===== config.mk =====
export PLATFORM = sky130hd
export DESIGN_NAME = uart_tx_fifo
export DESIGN_NICKNAME = d
export VERILOG_FILES = /design/src/rtl/uart_tx_fifo.sv
export SDC_FILE = /design/constraint.sdc
export NUM_CORES = 1
export LEC_CHECK = 0
export CORE_AREA = 2 2 174 125
export CTS_CLUSTER_SIZE = 8
export DETAILED_ROUTE_END_ITERATION = 10
export DIE_AREA = 0 0 176 127
export PLACE_DENSITY = 0.46
export SLEW_MARGIN = 20
export SYNTH_ARGS = -nofsm -noshare
export SYNTH_HDL_FRONTEND = slang
export SYNTH_SLANG_ARGS = --single-unit

===== constraint.sdc =====
create_clock -name clk -period 3.2 [get_ports clk]
set_input_delay 0.48 -clock clk [delete_from_list [all_inputs] [get_ports clk]]
set_output_delay 0.48 -clock clk [all_outputs]
set_load 0.005 [all_outputs]

===== src/rtl/uart_tx_fifo.sv =====
// Buffered 8N1 UART transmitter: store-strobe bytes are queued in a FIFO and
// serialized LSB first. Writes into a full FIFO are dropped and flagged.
module uart_tx_fifo #(
    parameter int DEPTH        = 16,
    parameter int CLKS_PER_BIT = 868,
    parameter int CW           = $clog2(DEPTH) + 1
) (
    input  logic          clk,
    input  logic          rst_n,
    input  logic          wr_en,
    input  logic [7:0]    wr_data,
    input  logic          clr_overflow,
    output logic          tx,
    output logic          busy,
    output logic          empty,
    output logic          full,
    output logic [CW-1:0] count,
    output logic          overflow
);

    localparam int AW = $clog2(DEPTH);
    localparam int BW = $clog2(CLKS_PER_BIT);
    localparam logic [CW-1:0] FULL_COUNT = CW'(DEPTH);
    localparam logic [BW-1:0] BAUD_LAST  = BW'(CLKS_PER_BIT - 1);

    typedef enum logic [1:0] {IDLE, START, DATA, STOP} state_t;

    state_t          state_q, state_d;
    logic [AW-1:0]   wptr_q, wptr_d;
    logic [AW-1:0]   rptr_q, rptr_d;
    logic [CW-1:0]   count_q, count_d;
    logic            overflow_q, overflow_d;
    logic            tx_q, tx_d;
    logic            busy_q, busy_d;
    logic [BW-1:0]   baud_q, baud_d;
    logic [2:0]      bit_idx_q, bit_idx_d;
    logic [7:0]      shift_q, shift_d;

    logic [7:0]      mem [DEPTH];

    logic            full_int;
    logic            empty_int;
    logic            push;
    logic            pop;
    logic            drop;
    logic            bit_end;

    // full/empty come from the registered count, so a pop never frees space for a same-cycle write
    assign full_int  = (count_q == FULL_COUNT);
    assign empty_int = (count_q == '0);
    assign push      = wr_en && !full_int;
    assign drop      = wr_en && full_int;
    assign pop       = (state_q == IDLE) && !empty_int;
    assign bit_end   = (baud_q == BAUD_LAST);

    always_comb begin
        state_d    = state_q;
        wptr_d     = wptr_q;
        rptr_d     = rptr_q;
        count_d    = count_q;
        overflow_d = overflow_q;
        tx_d       = tx_q;
        busy_d     = busy_q;
        baud_d     = baud_q;
        bit_idx_d  = bit_idx_q;
        shift_d    = shift_q;

        if (push) begin
            wptr_d = wptr_q + AW'(1);
        end
        if (pop) begin
            rptr_d = rptr_q + AW'(1);
        end

        case ({push, pop})
            2'b10:   count_d = count_q + CW'(1);
            2'b01:   count_d = count_q - CW'(1);
            default: count_d = count_q;
        endcase

        if (drop) begin
            overflow_d = 1'b1;
        end else if (clr_overflow) begin
            overflow_d = 1'b0;
        end

        if (state_q != IDLE) begin
            baud_d = bit_end ? '0 : baud_q + BW'(1);
        end

        // tx/busy are computed one cycle ahead so the line itself comes straight off a flop
        case (state_q)
            IDLE: begin
                tx_d   = 1'b1;
                busy_d = 1'b0;
                if (pop) begin
                    shift_d = mem[rptr_q];
                    baud_d  = '0;
                    state_d = START;
                    tx_d    = 1'b0;
                    busy_d  = 1'b1;
                end
            end
            START: begin
                if (bit_end) begin
                    bit_idx_d = 3'd0;
                    state_d   = DATA;
                    tx_d      = shift_q[0];
                end
            end
            DATA: begin
                if (bit_end) begin
                    shift_d = {1'b0, shift_q[7:1]};
                    if (bit_idx_q == 3'd7) begin
                        state_d = STOP;
                        tx_d    = 1'b1;
                    end else begin
                        bit_idx_d = bit_idx_q + 3'd1;
                        tx_d      = shift_q[1];
                    end
                end
            end
            STOP: begin
                if (bit_end) begin
                    state_d = IDLE;
                    tx_d    = 1'b1;
                    busy_d  = 1'b0;
                end
            end
            default: begin
                state_d = IDLE;
                tx_d    = 1'b1;
                busy_d  = 1'b0;
            end
        endcase
    end

    always_ff @(posedge clk or posedge rst_n) begin
        if (rst_n) begin
            state_q    <= IDLE;
            wptr_q     <= '0;
            rptr_q     <= '0;
            count_q    <= '0;
            overflow_q <= 1'b0;
            tx_q       <= 1'b1;
            busy_q     <= 1'b0;
            baud_q     <= '0;
            bit_idx_q  <= '0;
            shift_q    <= '0;
        end else begin
            state_q    <= state_d;
            wptr_q     <= wptr_d;
            rptr_q     <= rptr_d;
            count_q    <= count_d;
            overflow_q <= overflow_d;
            tx_q       <= tx_d;
            busy_q     <= busy_d;
            baud_q     <= baud_d;
            bit_idx_q  <= bit_idx_d;
            shift_q    <= shift_d;
        end
    end

    // Storage needs no reset; stale entries are unreachable once the pointers clear
    always_ff @(posedge clk) begin
        if (push) begin
            mem[wptr_q] <= wr_data;
        end
    end

    assign tx       = tx_q;
    assign busy     = busy_q;
    assign empty    = empty_int;
    assign full     = full_int;
    assign count    = count_q;
    assign overflow = overflow_q;

endmodule


==> results summary <==
The number of antenna violations at the first check in global routing came out at 0. Dividing the synthesized area by the synthesized cell count gives ~16 um2. The count of hold-fix buffers inserted at cts is 0. The first global-routing pass estimated roughly 24 mm of wire. The remaining number of nets flagged by the antenna check after routing is 0. The count of clock tree sinks is between 150 and 200. The number of post-CTS setup repair buffers came out at 0. The worst-case reg-to-reg path depth came out at 11. The tree is rooted in a sky130_fd_sc_hd__clkbuf_16. The proportion of synthesized flip-flops having asynchronous set or reset is 0.234. The H-tree was split into 4 levels. The clock skew is between 8 and 9 ps. The leakage power came out at slightly below 3 nW.

The routability congestion estimate from global placement is approximately 0.79. The half-perimeter wire length after placement came out at about 11 mm. STA classifies the critical path endpoint as a register.

The core footprint is between 0.02 and 0.025 mm2. After synthesis, the cell types taking the most area are sky130_fd_sc_hd__edfxtp_1 (54%), sky130_fd_sc_hd__dfrtp_1 (13%), sky130_fd_sc_hd__mux4_2 (8.3%). The cell taking the most area after synthesis is sky130_fd_sc_hd__edfxtp_1.

The worst vdd rail ir drop came out at ~0.00037 V. The total DRC errors in the routed layout is 0. The setup path with the least slack is of type register to register.

Setup repair after global routing left no endpoint under its margin. The number of antenna diodes came out at 0. The first-pass iteration count of the detailed router is 5.

The number of instances in the synthesized netlist is around 450. The slew at the pin closest to its max-slew limit is roughly 650 ps. Setup violations remaining at the end of the flow were counted as 0. The number of synthesis warnings came out at 0.

The number of buffers created by CTS is 17. The ratio of final minimum period to clock period is 0.886. In this run the worst hold path is classified as input port to asynchronous set/reset pin.

The worst-case clock buffer depth came out at 2. The die covers 0.0224 mm2. The clock transition at the register clock pins on the worst setup and hold paths after CTS is 70 ps. The fraction of post-synthesis cell area in the top cell type by area is 0.543. After detailed routing, the total wire length is around 15 mm.

The height of the die is between 100 and 150 um. The total power divided by cell area is around 650 mW/mm2. The largest net degree at the start of global routing is 40.

The via density per instance is between 5 and 6. Including well taps, the total number of placed cells is about 760. The maximum fanout along the worst path is 9. In the synthesized netlist the dominant register cell turns out to be sky130_fd_sc_hd__edfxtp_1.

After routing, the total negative slack on setup checks comes to 0 ps. The design draws 5.43 mW. The maximum frequency from static timing analysis is approximately 350 MHz. The headroom to the max-slew limit is 0.567. For this block, the via count after detailed routing is approximately 4000. The flip-flop and latch count after synthesis is 167. The total of buffers placed on input and output ports is 21. The TritonCTS clock tree is built. The starting utilization of the core area came out at 0.345. The critical path data required time came out at roughly 3600 ps.

The overall fraction of global-route tracks in use is 0.148. The post-synthesis net count came out at 480. After synthesis, the most frequently instantiated cells are sky130_fd_sc_hd__edfxtp_1 (128), sky130_fd_sc_hd__dfrtp_1 (38), sky130_fd_sc_hd__nand2_1 (29). The max-slew violation count came out at 0. The count of pins on the block boundary is 22. The die boundary width is 176 um.

The site row count is 44. The worst setup path is launched from a register. The netlist uses 45 different library cells. The number of global-route vias before repair came out at just under 4000. The starting DRC count in detailed routing came out at between 400 and 500. The number of gates resized after cts is 0. The sequential fraction of the synthesis area came out at 0.681.

The non-filler instance count after layout is 790. The average wire length per cell after detail routing came out at between 15 and 20 um. The max-capacitance violation count is 0.

The number of synthesized flops with an enable pin is about 130. The final global-route overflow total is 0. The minimum clock period after layout is 2830 ps.

The data arrival time of the critical path came out at approximately 3200 ps. The area overhead of the layout relative to synthesis came out at 18.1%. The clock reaches the later pin of the worst-skew pair after about 420 ps.

The run finished with clean final reports. The final net count is roughly 530. The post-synth design cell area is a little over 0.007 mm2. The most repeated cell in the gate-level netlist after synthesis is sky130_fd_sc_hd__edfxtp_1. In the final layout, the share of cells above drive strength 1 is 0.185.

The number of hold-slack violations in the final timing report is 0.
-- cell families (layout without fill, tap and decap cells) --
logic type      after synthesis  count (layout)  synth area share
simple gates                 97              97            0.0636
buf+inv                      37              99            0.0237
xor+xnor                     13              13            0.0161
flops                       167             167             0.681
mux                          47              47             0.122
fa+ha+maj                    16              16            0.0283
compound gates               75              75            0.0659
-- per-layer routing --
layer | up-vias | part of all wire | GRT usage
li1 | 1846 | - | -
met1 | 2050 | 0.52 | 0.228
met2 | 80 | 0.43 | 0.208
met3 | 12 | 0.041 | 0.0375
met4 | 0 | 0.0091 | 0.0365
met5 | - | 0 | 0
-- registers in the layout (all words and copies together), names as in the netlist --
signal	cells
mem	128
baud_q	10
shift_q	8
count	5
rptr_q	4
wptr_q	4
bit_idx_q	3
state_q	2
busy	1
overflow	1
tx	1
-- cells in the final DEF (no fill, tap or decap), drive strengths merged, types with 2 or more instances in the layout --
cell / instances
nand4: 3
a22oi: 5
a211oi: 3
o21ai: 21
a21o: 2
xnor2: 8
mux2: 3
dfrtp: 38
buf: 30
o221ai: 3
and3: 4
clkdlybuf4s50: 21
nand2b: 5
nor2: 28
a22o: 3
ha: 16
nor4: 3
edfxtp: 128
o31ai: 4
nor2b: 4
clkbuf: 17
bufinv: 3
nand2: 29
o21a: 2
mux4: 30
xor2: 5
nand3: 9
mux2i: 14
nor3: 8
a21oi: 17
clkinv: 7
and2: 2
inv: 20
o22ai: 3
a31oi: 8
-- cell type report --
class                           instances  area, um2
Clock inverter                         15        176
Multi-Input combinational cell        248       2100
Fill cell                            1873      12200
Clock buffer                           17        425
Timing Repair Buffer                   51        435
Inverter                               16       60.1
Sequential cell                       167       4820
Tap cell                              276        345
-- critical path: stages (launching register included) --
cell and delay (ps):
sky130_fd_sc_hd__dfrtp_1 480, sky130_fd_sc_hd__nor4_2 450, sky130_fd_sc_hd__and2_1 290, sky130_fd_sc_hd__nor2_2 140
sky130_fd_sc_hd__ha_1 320, sky130_fd_sc_hd__xor2_1 180, sky130_fd_sc_hd__ha_1 230, sky130_fd_sc_hd__nor2b_1 130
sky130_fd_sc_hd__o21ai_0 160, sky130_fd_sc_hd__a31oi_1 100, sky130_fd_sc_hd__nor2_1 150, sky130_fd_sc_hd__xnor2_1 130
-- where the power goes --
part           internal, mW  switching [mW]
Clock                  1.23           0.871
Sequential             2.56           0.133
Combinational         0.286           0.343
-- stage by stage --
stage	hold WS [ps]	util	setup WS [ps]	area, um2
after floorplan	463	-	401	7080
after global placement	493	0.378	221	7760
after detailed placement	507	0.378	130	7760
after CTS	505	0.407	108	8360
after global routing	525	0.408	78.4	8370
final	493	0.408	366	8370
-- worst paths after layout --
path / start / slack, ps / end
setup / recovery: count[1] / 370 / count[4]
setup reg to reg: count[1] / 370 / count[4]
hold reg to reg: tx / 510 / tx
min in group clk: tx / 510 / tx
hold / removal: rst_n / 490 / overflow
max in group asynchronous: rst_n / 2300 / rptr_q[0]
(Power assumes the default switching activity.)
==> edit 1: new RTL, same settings <==
The 4 states of `state_t` get a one-hot encoding in 4 bits.
--- a/src/rtl/uart_tx_fifo.sv
+++ b/src/rtl/uart_tx_fifo.sv
@@ -25,3 +25,3 @@
 
-    typedef enum logic [1:0] {IDLE, START, DATA, STOP} state_t;
+    typedef enum logic [3:0] {IDLE = 4'b0001, START = 4'b0010, DATA = 4'b0100, STOP = 4'b1000} state_t;
 
Function: same outputs for any inputs over 10 cycles, from zero or initial values and one cycle with rst_n high; not proved beyond that.
==> edit 1 against the original RTL <==
  * Wire length down 0.18%
  * Hold slack improved by 0.023 ns
  * Synthesized area is 0.41% higher
  * Critical path type unchanged
  * Sequential cell count is 2 higher
  * Sequential share of layout area is 0.78 points higher
  * Synthesized cell count shrank 1.5%
  * Clock power decreased by 3%
  * Setup slack improved by 0.012 ns
  * Final area down 0.28%
  * Via count fell by 1.2%
  * Total power is 0.37% lower
==> edit 1: results (changes against the original RTL) <==
stage	metric	value	unit	change
status	status	finished clean		
cells_and_area	clock network area share	6.91	%	-0.28 points
place	HPWL after DPL	10300	um	-2.0%
cells_and_area	Top Registers	mem x128, baud_q x10, shift_q x8		
grt	Total GRT Usage	14.9	%	+0.074 points
worst_hold_path	hold crit path type	reg -> reg		
synthesis	share of synthesized registers carrying an async set or reset	24.3	%	+0.91 points
place	global placement routability congestion	0.752		-4.3%
cells_and_area	Data buffer area share	5.25	%	+0.045 points
synthesis	post-synthesis adder-cell area fraction	2.11	%	-0.72 points
clock_network	Clock Path Buffers	2		unchanged
setup_path	Crit-path slowest cell	dfstp_2		
grt	met3 Usage GRT	4.02	%	+0.27 points
routing	WL final	15400	um	-0.18%
grt	M1 GR Usage	23.2	%	+0.39 points
synthesis	Net Count, Synth	469		-2.3%
setup_path	Critical Path AT	3.13	ns	-0.06 ns
sta	Fin Clk Skew	0.0105	ns	+0.00158 ns
synthesis	post-synthesis sequential area ratio	68.5	%	+0.45 points
place	placed insts	745		-1.7%
synthesis	Synth Area in Compound Gates	7.32	%	+0.73 points
grt	GRT met2 Usage	20.2	%	-0.63 points
cells_and_area	multi-input gate share of total cell area	24.9	%	-0.29 points
cells_and_area	Repair and plain buffers	48		-5.9%
synthesis	Post-Syn Instances	445		-1.5%
grt	first-pass GRT wire length	24200	um	-0.49%
sta	Worst-Margin Slew	0.922	ns	+0.272 ns
cells_and_area	Seq Cell Count	169		+1.2%
routing	Routed met3 length	723	um	+15%
routing	Vias	3941		-1.2%
cells_and_area	storage element area	4870	um^2	+1.1%
synthesis	xor/xnor share of the synthesized area	1.85	%	+0.24 points
cells_and_area	post-route insts no fill	777		-1.6%
synthesis	Synth top cells by count	edfxtp_1 (128), dfrtp_1 (39), mux4_2 (32), nor2_1 (29), a21oi_1 (25)		
cells_and_area	#MultiIn Comb	242		-2.4%
synthesis	Netlist cell types	48		+6.7%
setup_path	crit path max fanout	8		-1
routing	WL met2	6600	um	-0.17%
routing	starting DRC count in detailed routing	324		-20%
cells_and_area	Logic inverters	10		-6
routing	first drt pass iteration count	4		-1
grt	largest net degree at the start of global routing	42		+5.0%
cells_and_area	number of nets in the final layout	512		-3.2%
cells_and_area	ant diodes	0		unchanged
synthesis	Synth area leaders	edfxtp_1 (54%), dfrtp_1 (14%), mux4_2 (10%)		
power	worst vdd ir	0.000355	V	-3.0%
power	Lkg Pwr	2.90	nW	-0.30%
grt	number of global-route vias before repair	3914		-0.026%
setup_path	largest stage delay on the critical path	0.59	ns	+0.11 ns
synthesis	mux cell area share after synthesis	11.1	%	-1.1 points
routing	met1 WL	7960	um	-1.3%
cells_and_area	layout cells sized above 1	21.0	%	+2.5 points
cells_and_area	Clock Buffer Count	18		+1
[edit 1: where the power goes]
group | switching [mW] | internal [mW] | total [mW]
Combinational | 0.354 | 0.292 | 0.647
Clock | 0.890 | 1.15 | 2.04
Sequential | 0.133 | 2.59 | 2.72
[edit 1: final timing paths]
| check | cells after the start | to | from |
|---|---|---|---|
| max | 10 | count[4] | state_q[0] |
| min | 1 | baud_q[6] | baud_q[6] |
| max reg2reg | 10 | count[4] | state_q[0] |
| min reg2reg | 1 | baud_q[6] | baud_q[6] |
| max in group asynchronous | 2 | rptr_q[0] | rst_n |
| min in group asynchronous | 2 | baud_q[0] | rst_n |
[edit 1: stage by stage]
stage                     total power [mW]  hold WS [ns]  utilization [%]  setup slack [ns]  area (um^2)
after global placement                3.40         0.492             37.8             0.496         7770
after global routing                  5.66         0.551             40.6             0.183         8350
after floorplan                       3.10         0.464                -             0.330         7110
after detailed placement              3.43         0.500             37.8             0.436         7770
final                                 5.41         0.515             40.6             0.377         8350
after CTS                             5.47         0.519             40.6             0.408         8350
==> edit 2: new RTL, same settings <==
Without the edit above. Set the parameter `CLKS_PER_BIT` to 434 (it was 868).
--- a/src/rtl/uart_tx_fifo.sv
+++ b/src/rtl/uart_tx_fifo.sv
@@ -4,3 +4,3 @@
     parameter int DEPTH        = 16,
-    parameter int CLKS_PER_BIT = 868,
+    parameter int CLKS_PER_BIT = 434,
     parameter int CW           = $clog2(DEPTH) + 1
Check against the original RTL: same outputs for any inputs over 10 cycles, from zero or initial values and one cycle with rst_n high; that may be too few to reach the edited logic, so the function may still have changed.
==> edit 2 against the original RTL <==
  * Highest routed layer unchanged
  * Non-clock buffer count down 5
  * Via count down 2.5%
  * Setup slack better by 0.029 ns
  * Clock skew up 0.00086 ns
  * Die area unchanged
  * Final area down 1.3%
  * Synthesized area down 0.39%
  * Sequential cell count down 1
  * Sequential share of layout area up 0.43 points
  * Wire length up 0.43%
Power is not compared: it rests on default switching activity, and its combinational part moved more than twofold at a synthesized area within 25%.
==> edit 2: results (changes against the original RTL) <==
stage	metric	value	unit	change
synthesis	share of synthesized registers carrying an async set or reset	22.9	%	-0.46 points
grt	largest net degree at the start of global routing	39		-2.5%
routing	first drt pass iteration count	4		-1
synthesis	Synth top cells by count	edfxtp_1 (128), dfrtp_1 (37), nand2_1 (30), mux2i_1 (27), nor2_1 (26)		
routing	WL/cell	19.8	um	+1.1%
worst_hold_path	hold crit path type	in -> async		
status	status	finished clean		
setup_path	largest stage delay on the critical path	0.51	ns	+0.03 ns
sta	Max-slew headroom	30.7	%	-26 points
grt	Total GRT Usage	15.0	%	+0.23 points
synthesis	post-synthesis sequential area ratio	68.0	%	-0.089 points
setup_path	flop2flop setup slack	0.39	ns	+0.03 ns
synthesis	Net Count, Synth	482		+0.42%
sta	Fin Clk Skew	0.00978	ns	+0.000857 ns
cells_and_area	layout cells sized above 1	16.5	%	-2.0 points
routing	starting DRC count in detailed routing	354		-12%
routing	routed vias/inst	4.95		-1.9%
cells_and_area	Top Registers	mem x128, baud_q x9, shift_q x8		
grt	first-pass GRT wire length	24400	um	+0.60%
grt	number of global-route vias before repair	3986		+1.8%
setup_path	Critical Path AT	3.12	ns	-0.07 ns
place	global placement routability congestion	0.760		-3.3%
synthesis	Synth area leaders	edfxtp_1 (54%), dfrtp_1 (13%), mux4_2 (6.7%)		
cells_and_area	number of nets in the final layout	525		-0.76%
clock_network	H-tree level count	4		unchanged
synthesis	Netlist cell types	48		+6.7%
place	HPWL after DPL	10400	um	-1.0%
sta	hold slack	0.474	ns	-0.0191 ns
place	placed insts	753		-0.66%
synthesis	Post-Syn Instances	453		+0.22%
sta	fin crit share	87.7	%	-0.90 points
edit 2: cell count changes after synthesis, sizes merged, moves of 5 or more:
cell / change
a21oi: -8
a22oi: +9
mux2i: +13
mux4: -9
nand3: -5
o21ai: -5
o22ai: +6
edit 2: worst paths after layout:
path	from	end	cells past startpoint
min in group clk	shift_q[4]	shift_q[4]	1
worst max-delay path	count[2]	count[4]	11
max in group asynchronous	rst_n	tx	3
worst max register to register	count[2]	count[4]	11
worst min register to register	shift_q[4]	shift_q[4]	1
worst min-delay path	rst_n	overflow	3
edit 2: layout make-up:
cell class | count | area (um^2)
repair buffers | 46 | 398
well taps | 276 | 345
inverters | 12 | 45.0
flip-flops and latches | 166 | 4800
multi-input cells | 253 | 2100
clock buffers | 22 | 444
clock inverters | 10 | 130
fillers | 1854 | 12300
edit 2: routing by layer:
metal,up-vias,wire (um),part of all wire [%],global-route usage (%)
met5,-,0,0,0
met2,71,6580,42,21.4
met1,1980,8050,52,22.7
li1,1825,-,-,-
met3,12,714,4.6,3.48
met4,0,160,1.0,4.81
edit 2: power by group:
group,switching [mW],internal [mW]
combinational,1.15,1.09
clock,0.817,1.22
sequential,0.423,2.69
edit 2: cell families (layout without fill, tap and decap cells):
| kind of cell | count (synthesis) | in the layout | synth area share [%] |
|---|---|---|---|
| mux | 52 | 52 | 11.2 |
| fa+ha+maj | 17 | 17 | 3.01 |
| simple gates | 92 | 92 | 6.24 |
| compound gates | 78 | 78 | 7.62 |
| flops | 166 | 166 | 68.0 |
| xor+xnor | 14 | 14 | 1.74 |
| buf+inv | 34 | 90 | 2.25 |
